--- src/rtl/seq_mult_param.sv ---
// Sequential shift-add multiplier, one multiplier bit per cycle, unsigned or two's-complement.
// Optional SEQ_MULT_EARLY_EXIT_EN: finish as soon as the remaining multiplier bits are all zero.
module seq_mult_param #(
  parameter int WIDTH = 8
) (
  input  logic               clk,
  input  logic               reset,
  input  logic               start,
  input  logic               sign_mode,
  input  logic [WIDTH-1:0]   a,
  input  logic [WIDTH-1:0]   b,
  output logic [2*WIDTH-1:0] p,
  output logic               busy,
  output logic               done
);
  localparam int CW = $clog2(WIDTH) + 1;
  localparam logic [1:0] IDLE = 2'd0, BUSY = 2'd1, DONE = 2'd2;

  logic [1:0]         state;
  logic [2*WIDTH-1:0] mcand, acc, term, acc_nxt;
  logic [WIDTH-1:0]   mplier, rem;
  logic               sgn, bit_i, sub, last;
  logic [CW-1:0]      cnt;

  always_comb begin
    rem     = mplier >> cnt;
    bit_i   = rem[0];
    term    = mcand << cnt;
    // The MSB of a two's-complement multiplier carries weight -2^(WIDTH-1).
    sub     = sgn && bit_i && (cnt == CW'(WIDTH-1));
    acc_nxt = !bit_i ? acc : (sub ? acc - term : acc + term);
    last    = (cnt == CW'(WIDTH-1));
`ifdef SEQ_MULT_EARLY_EXIT_EN
    last    = last || (rem == '0);
`endif
  end

  always_ff @(posedge clk) begin
    if (!reset) begin
      state  <= IDLE;
      p      <= '0;
      acc    <= '0;
      cnt    <= '0;
      mcand  <= '0;
      mplier <= '0;
      sgn    <= 1'b0;
    end else begin
      case (state)
        IDLE: if (start) begin
          mcand  <= sign_mode ? {{WIDTH{a[WIDTH-1]}}, a} : {{WIDTH{1'b0}}, a};
          mplier <= b;
          sgn    <= sign_mode;
          acc    <= '0;
          cnt    <= '0;
          p      <= '0;
          state  <= BUSY;
        end
        BUSY: begin
          acc <= acc_nxt;
          cnt <= cnt + CW'(1);
          if (last) begin
            p     <= acc_nxt;
            state <= DONE;
          end
        end
        DONE:    state <= IDLE;
        default: state <= IDLE;
      endcase
    end
  end

  assign busy = (state == BUSY);
  assign done = (state == DONE);
endmodule

--- config.mk ---
export PLATFORM = sky130hd
export DESIGN_NAME = seq_mult_param
export DESIGN_NICKNAME = d
export VERILOG_FILES = /design/src/rtl/seq_mult_param.sv
export SDC_FILE = /design/constraint.sdc
export NUM_CORES = 1
export LEC_CHECK = 0
export ABC_AREA = 1
export BUFFER_PORTS_ARGS = -buffer_cell sky130_fd_sc_hd__buf_2
export CELL_PAD_IN_SITES_DETAIL_PLACEMENT = 0
export CELL_PAD_IN_SITES_GLOBAL_PLACEMENT = 1
export CORE_AREA = 2 2 97 99
export DETAILED_ROUTE_END_ITERATION = 6
export DIE_AREA = 0 0 99 101
export GPL_ROUTABILITY_DRIVEN = 0
export PLACE_DENSITY_LB_ADDON = 0.1
export SLEW_MARGIN = 20
export SYNTH_ARGS = -nofsm -noshare
export SYNTH_HDL_FRONTEND = slang
export SYNTH_SLANG_ARGS = --single-unit
--- constraint.sdc ---
create_clock -name clk -period 3.48 [get_ports clk]
set_input_delay 0.348 -clock clk [delete_from_list [all_inputs] [get_ports clk]]
set_output_delay 0.348 -clock clk [all_outputs]
set_load 0.03 [all_outputs]
Word level (Yosys, flattened, before mapping)
Cells that the tools add are included.

Word-level logic and storage cells: 37. Output and inout port bits: 18. Register bits: 63. Input port bits: 20.

Equal/unequal tests: 5. Multiplexer cells: 12. Reductions and logical operators: 8. Shift-type cells: 2. Add/subtract/negate cells: 3.

Operator list (count): 16-bit 2-to-1 mux (5); 16-bit case mux with 2 select lines (2); 16-bit adder (1); 16-bit by 4-bit left shift with 16-bit output (1); 16-bit subtractor (1); 4-bit case mux with 2 select lines (1); 8-bit by 4-bit >> shifter with 1-bit output (1); 2-bit AND reduction (3); 4-bit by 1-bit adder with 4-bit output (second input constant) (1); 4-bit by 3-bit == test with 1-bit output (second input constant) (1); 2-bit 2-to-1 mux (2); 4-bit 2-to-1 mux (1); 2-bit case mux with 2 select lines (1); 3-bit AND reduction (1); 2-bit by 1-bit == test with 1-bit output (second input constant) (1); 2-bit == test (second input constant) (1); 1-bit logical AND (2); 2-bit logical NOT (1); 2-bit by 1-bit inequality test with 1-bit output (second input constant) (1); 2-bit inequality test (second input constant) (1); 2-bit nonzero test (1).

Logic depth before layout (Yosys ltp)
Depth in word-level cells: 7. Depth in mapped cells: 28. Gate-level depth less buffers: 27.

Worst setup path before layout
Ideal clock, no wire load.

Kind: register to register. Start: reg cnt[1]. End: reg acc[9]. Stages on the path, launching flop included: 23. Setup time: 0.070 ns. Required time: 3.410 ns. Period minus slack after synthesis: 3.105 ns. Setup slack: 0.375 ns. Arrival: 3.035 ns. Buffers on the path: 3. Cell sequence: dfxtp_1 buf_4 buf_2 o21ai_0 o22ai_1 nand2_1 nand2_1 nand3_1 buf_2 inv_1 nor2_1 xnor2_1 inv_1 ha_1 inv_1 nand2_1 nand2_1 o21ai_0 a21oi_1 or2_2 nand3_1 o211ai_1 a21oi_1.

Cells in the longest elaborated chain, start to end: 6. Elaborated cells between the ends (all ways): 10. Those cells by class: add/sub (2); eq/ne (1); shift (2); mux (3); reduce/logical (2).

Ends and longest elaborated chain: from (decl) (RTL line 23) `logic [CW-1:0] cnt;`; from (signal assigned) (RTL line 60) `cnt <= cnt + CW'(1);`; parallel branches: the longest is 4 deep, another holds 16-bit adder; 16-bit 2-to-1 mux * (RTL line 31) `acc_nxt = !bit_i ? acc : (sub ? acc - term : acc + term);`; 16-bit case mux with 2 select lines * (RTL line 48) `case (state)`; to (signal assigned) (RTL line 59) `acc <= acc_nxt;`; to (decl) (RTL line 20) `logic [2*WIDTH-1:0] mcand, acc, term, acc_nxt;`.

Every way passes the cells marked *. A chain may end at the register's enable or synchronous reset.

Final worst setup path
Start: reg cnt[0]. End: reg acc[14].

Same word-level chain as after synthesis.

==> metrics.md <==
| Metric | Value |
|---|---|
| Largest net degree at the start of global routing | 34 |
| Max-cap viol count | 0 |
| Post-DR vias/cell | ~5.2 |
| Period utilisation layout | 0.977 |
| Met3 Wirelength | 422 µm |
| Flops & latches, synth | 56 |
| FMAX | 294 MHz |
| Area growth syn-to-layout | 25.3% |
| Fin. max-slew vios | 0 |
| Design area | around 4600 µm² |
| Min-delay worst type | input pin to register |
| Async set-or-reset flop fraction in the synthesized netlist | 0 |
| Most Frequent Cell on Critical Path | a21oi_1 |
| Initial antenna violation count | 0 |
| Setup CP Type | register to register |
| Global route overflow | 0 |
| Antenna cell count | 0 |
| Clock Path Buffers | 2 |
| Ranking of synthesized cells by area | dfxtp_1 31%, nand2_1 14%, o21ai_0 7.9% |
| Starting Density | 0.407 |
| First-pass GRT wire length | about 17000 µm |
| Worst path max stage delay | 0.46 ns |
| Post-route ant nets | 0 |
| Routed wire length on met2 | 4230 µm |
| H-tree depth | 2 |
| Period minus WS final | approximately 3.4 ns |
| Distinct cell type count after synthesis | 36 |
| Die height | around 100 µm |
| Post-CTS Hold Buffers | 0 |
| CP max stage cell | dfxtp_4 |
| # setup viols final | 0 |
| Synth warn | 0 |
| Clock tree sinks | 56 |
| DIE AREA | 10000 µm² |
| EDFF count, synth | 0 |
| Syn_nets | 605 |
| Num CTS Buffers | 5 |
| VDD IR max | between 0.0002 and 0.00025 V |
| Ratio of cells with drive above 1 in the final layout | 0.262 |
| Highest metal used | met4 |
| WL met1 | 5640 µm |
| Post-Syn Area | 3650 µm² |
| # IOs | 38 |
| Clock Tree Root | clkbuf_8 |
| # port buffers | 37 |
| CP arrival | 3.64 ns |
| Synth top cells by count | 139 x nand2_1, 63 x nor2_1, 58 x o21ai_0 |
| FP Rows | 35 |
| Leakage | 2.13 nW |
| Status | complete, no violations |
| Number of DRC markers in iteration 0 | ~180 |
| Count leader, synth | nand2_1 |
| Crit-path cells | inv_8 > buf_6 > nand2_4 > nand3_2 > nand2_2 > nand2_2 > nand3_4 > buf_6 > nand4_1 > nor2_1 > nand2_1 > o31ai_2 > xor2_1 > ha_1 > inv_1 > o31ai_2 > a21oi_1 > o21ai_1 > a21oi_1 > o21ai_0 > o211ai_1 > a21oi_1 |
| Utilization after layout | 0.510 |
| Most used DFF post-synth | dfxtp_1 |
| Post-synthesis sequential area ratio | 0.307 |
| Clk_lat worst skew | 0.31 ns |
| Worst slew pin tran | 0.861 ns |
| Synth area leader | dfxtp_1 |
| DRC | 0 |
| Synth Area per Inst | roughly 6.4 µm² |
| Via count of the first global-routing pass | roughly 3400 |
| Routed len/inst | 14.1 µm |
| FILL cells | 940 |
| Placed Area | 4080 µm² |
| Total wire length | around 10000 µm |
| Die Wd | ~100 µm |
| Slew Limit Headroom | 0.425 |
| Yosys top cell area share | 0.307 |
| P per Cell Area | 417 nW/µm² |
| Gr usage total | 0.207 |
| Worst path buffer plus inverter count | 4 |
| Post-layout nets | ~670 |
| CP Capture Type | register |
| Synth Instances | 567 |
| Final Hold Violating Endpoints | 0 |
| Clk slew on worst S/H paths | 0.11 ns |
| CP delay by family, top | compound AO/OA/AOI/OAI gates |
| Core Footprint | about 9000 µm² |
| Via count | 3822 |
| CP required | 3.72 ns |
| CP Launch Type | register |
| CTS tree | built |
| Dpl hpwl | 7710 µm |
| RSZ-0062 raised after global routing | true |
| DR pass1 iterations | 4 |
| Setup TNS | 0 ns |
| CP Max Fanout | 6 |
| Max Clock Skew | 0.00702 ns |
through the flow:
step | hold slack [ns] | worst slack [ns] | std cells | power, mW
after detailed placement | 0.469 | -0.0491 | 719 | 1.43
after global routing | 0.290 | -0.150 | 740 | 2.05
final | 0.274 | 0.0791 | 740 | 1.91
after floorplan | 0.444 | 0.375 | 567 | 1.22
after global placement | 0.464 | -0.0863 | 719 | 1.43
after CTS | 0.268 | 0.0113 | 727 | 1.82
registers in the layout (all words and copies together) (netlist names):
| name | cells |
|---|---|
| acc | 16 |
| p | 16 |
| mcand | 9 |
| mplier | 8 |
| cnt | 4 |
| state | 2 |
| sgn | 1 |
cell usage in the layout, fill, tap and decap left out, drive strengths merged, types with 12 or more instances in the layout:
cell and instances:
dfxtp 56, nor2 66, a21oi 57, ha 17, nand3 43, xor2 12
nand2 142, buf 78, o21ai 61, inv 48
worst min-delay path: stages:
cell	delay (ns)
buf_2	0.07
o21ai_0	0.07
nor2_1	0.07
timing repair:
item / CTS / global route
endpoints found under the hold margin: 0 / 0
setup endpoints to repair: 4 / 12
pin swaps: 0 / 28
gates cloned: 0 / 2
setup buffers: 0 / 11
resized for setup: 2 / 84
area by class of cell:
type | count | area, µm² | area share
inverters | 47 | 193 | 0.0421
flip-flops and latches | 56 | 1130 | 0.247
repair inverters | 1 | 6.26 | 0.00137
repair buffers | 79 | 537 | 0.117
multi-input cells | 438 | 2480 | 0.542
clock inverters | 2 | 17.5 | 0.00383
clock buffers | 6 | 72.6 | 0.0159
well taps | 111 | 139 | 0.0303
kinds of logic (layout without fill, tap and decap cells):
| logic type | after synthesis | in the layout | share of synthesized area |
|---|---|---|---|
| xor gates and xnor gates | 17 | 17 | 0.0408 |
| AOI/OAI and AO/OA | 141 | 141 | 0.211 |
| adders and majority gates | 18 | 18 | 0.0637 |
| and+or+nand+nor | 262 | 262 | 0.296 |
| DFF | 56 | 56 | 0.307 |
| buffers and inverters | 73 | 135 | 0.0822 |
final timing paths:
path / from / end / slack (ns) / depth (start not counted)
max: cnt[0] / acc[14] / 0.08 / 22
min: b[5] / mplier[5] / 0.27 / 3
max reg2reg: cnt[0] / acc[14] / 0.08 / 22
min reg2reg: mcand[7] / mcand[7] / 0.49 / 2
layer usage:
layer  GRT usage  vias to the layer above
li1            -                     1995
met1       0.326                     1734
met2       0.297                       80
met3      0.0250                       13
met4      0.0453                        0
met5           0                        -
where the power goes:
| part | internal, mW | total (mW) | leakage, nW | switching (mW) |
|---|---|---|---|---|
| clock | 0.149 | 0.385 | 0.0462 | 0.237 |
| sequential | 0.687 | 0.725 | 0.462 | 0.0385 |
| combinational | 0.321 | 0.797 | 1.62 | 0.476 |
| total | 1.16 | 1.91 | 2.13 | 0.751 |
Power figures use the tool's default switching activity.
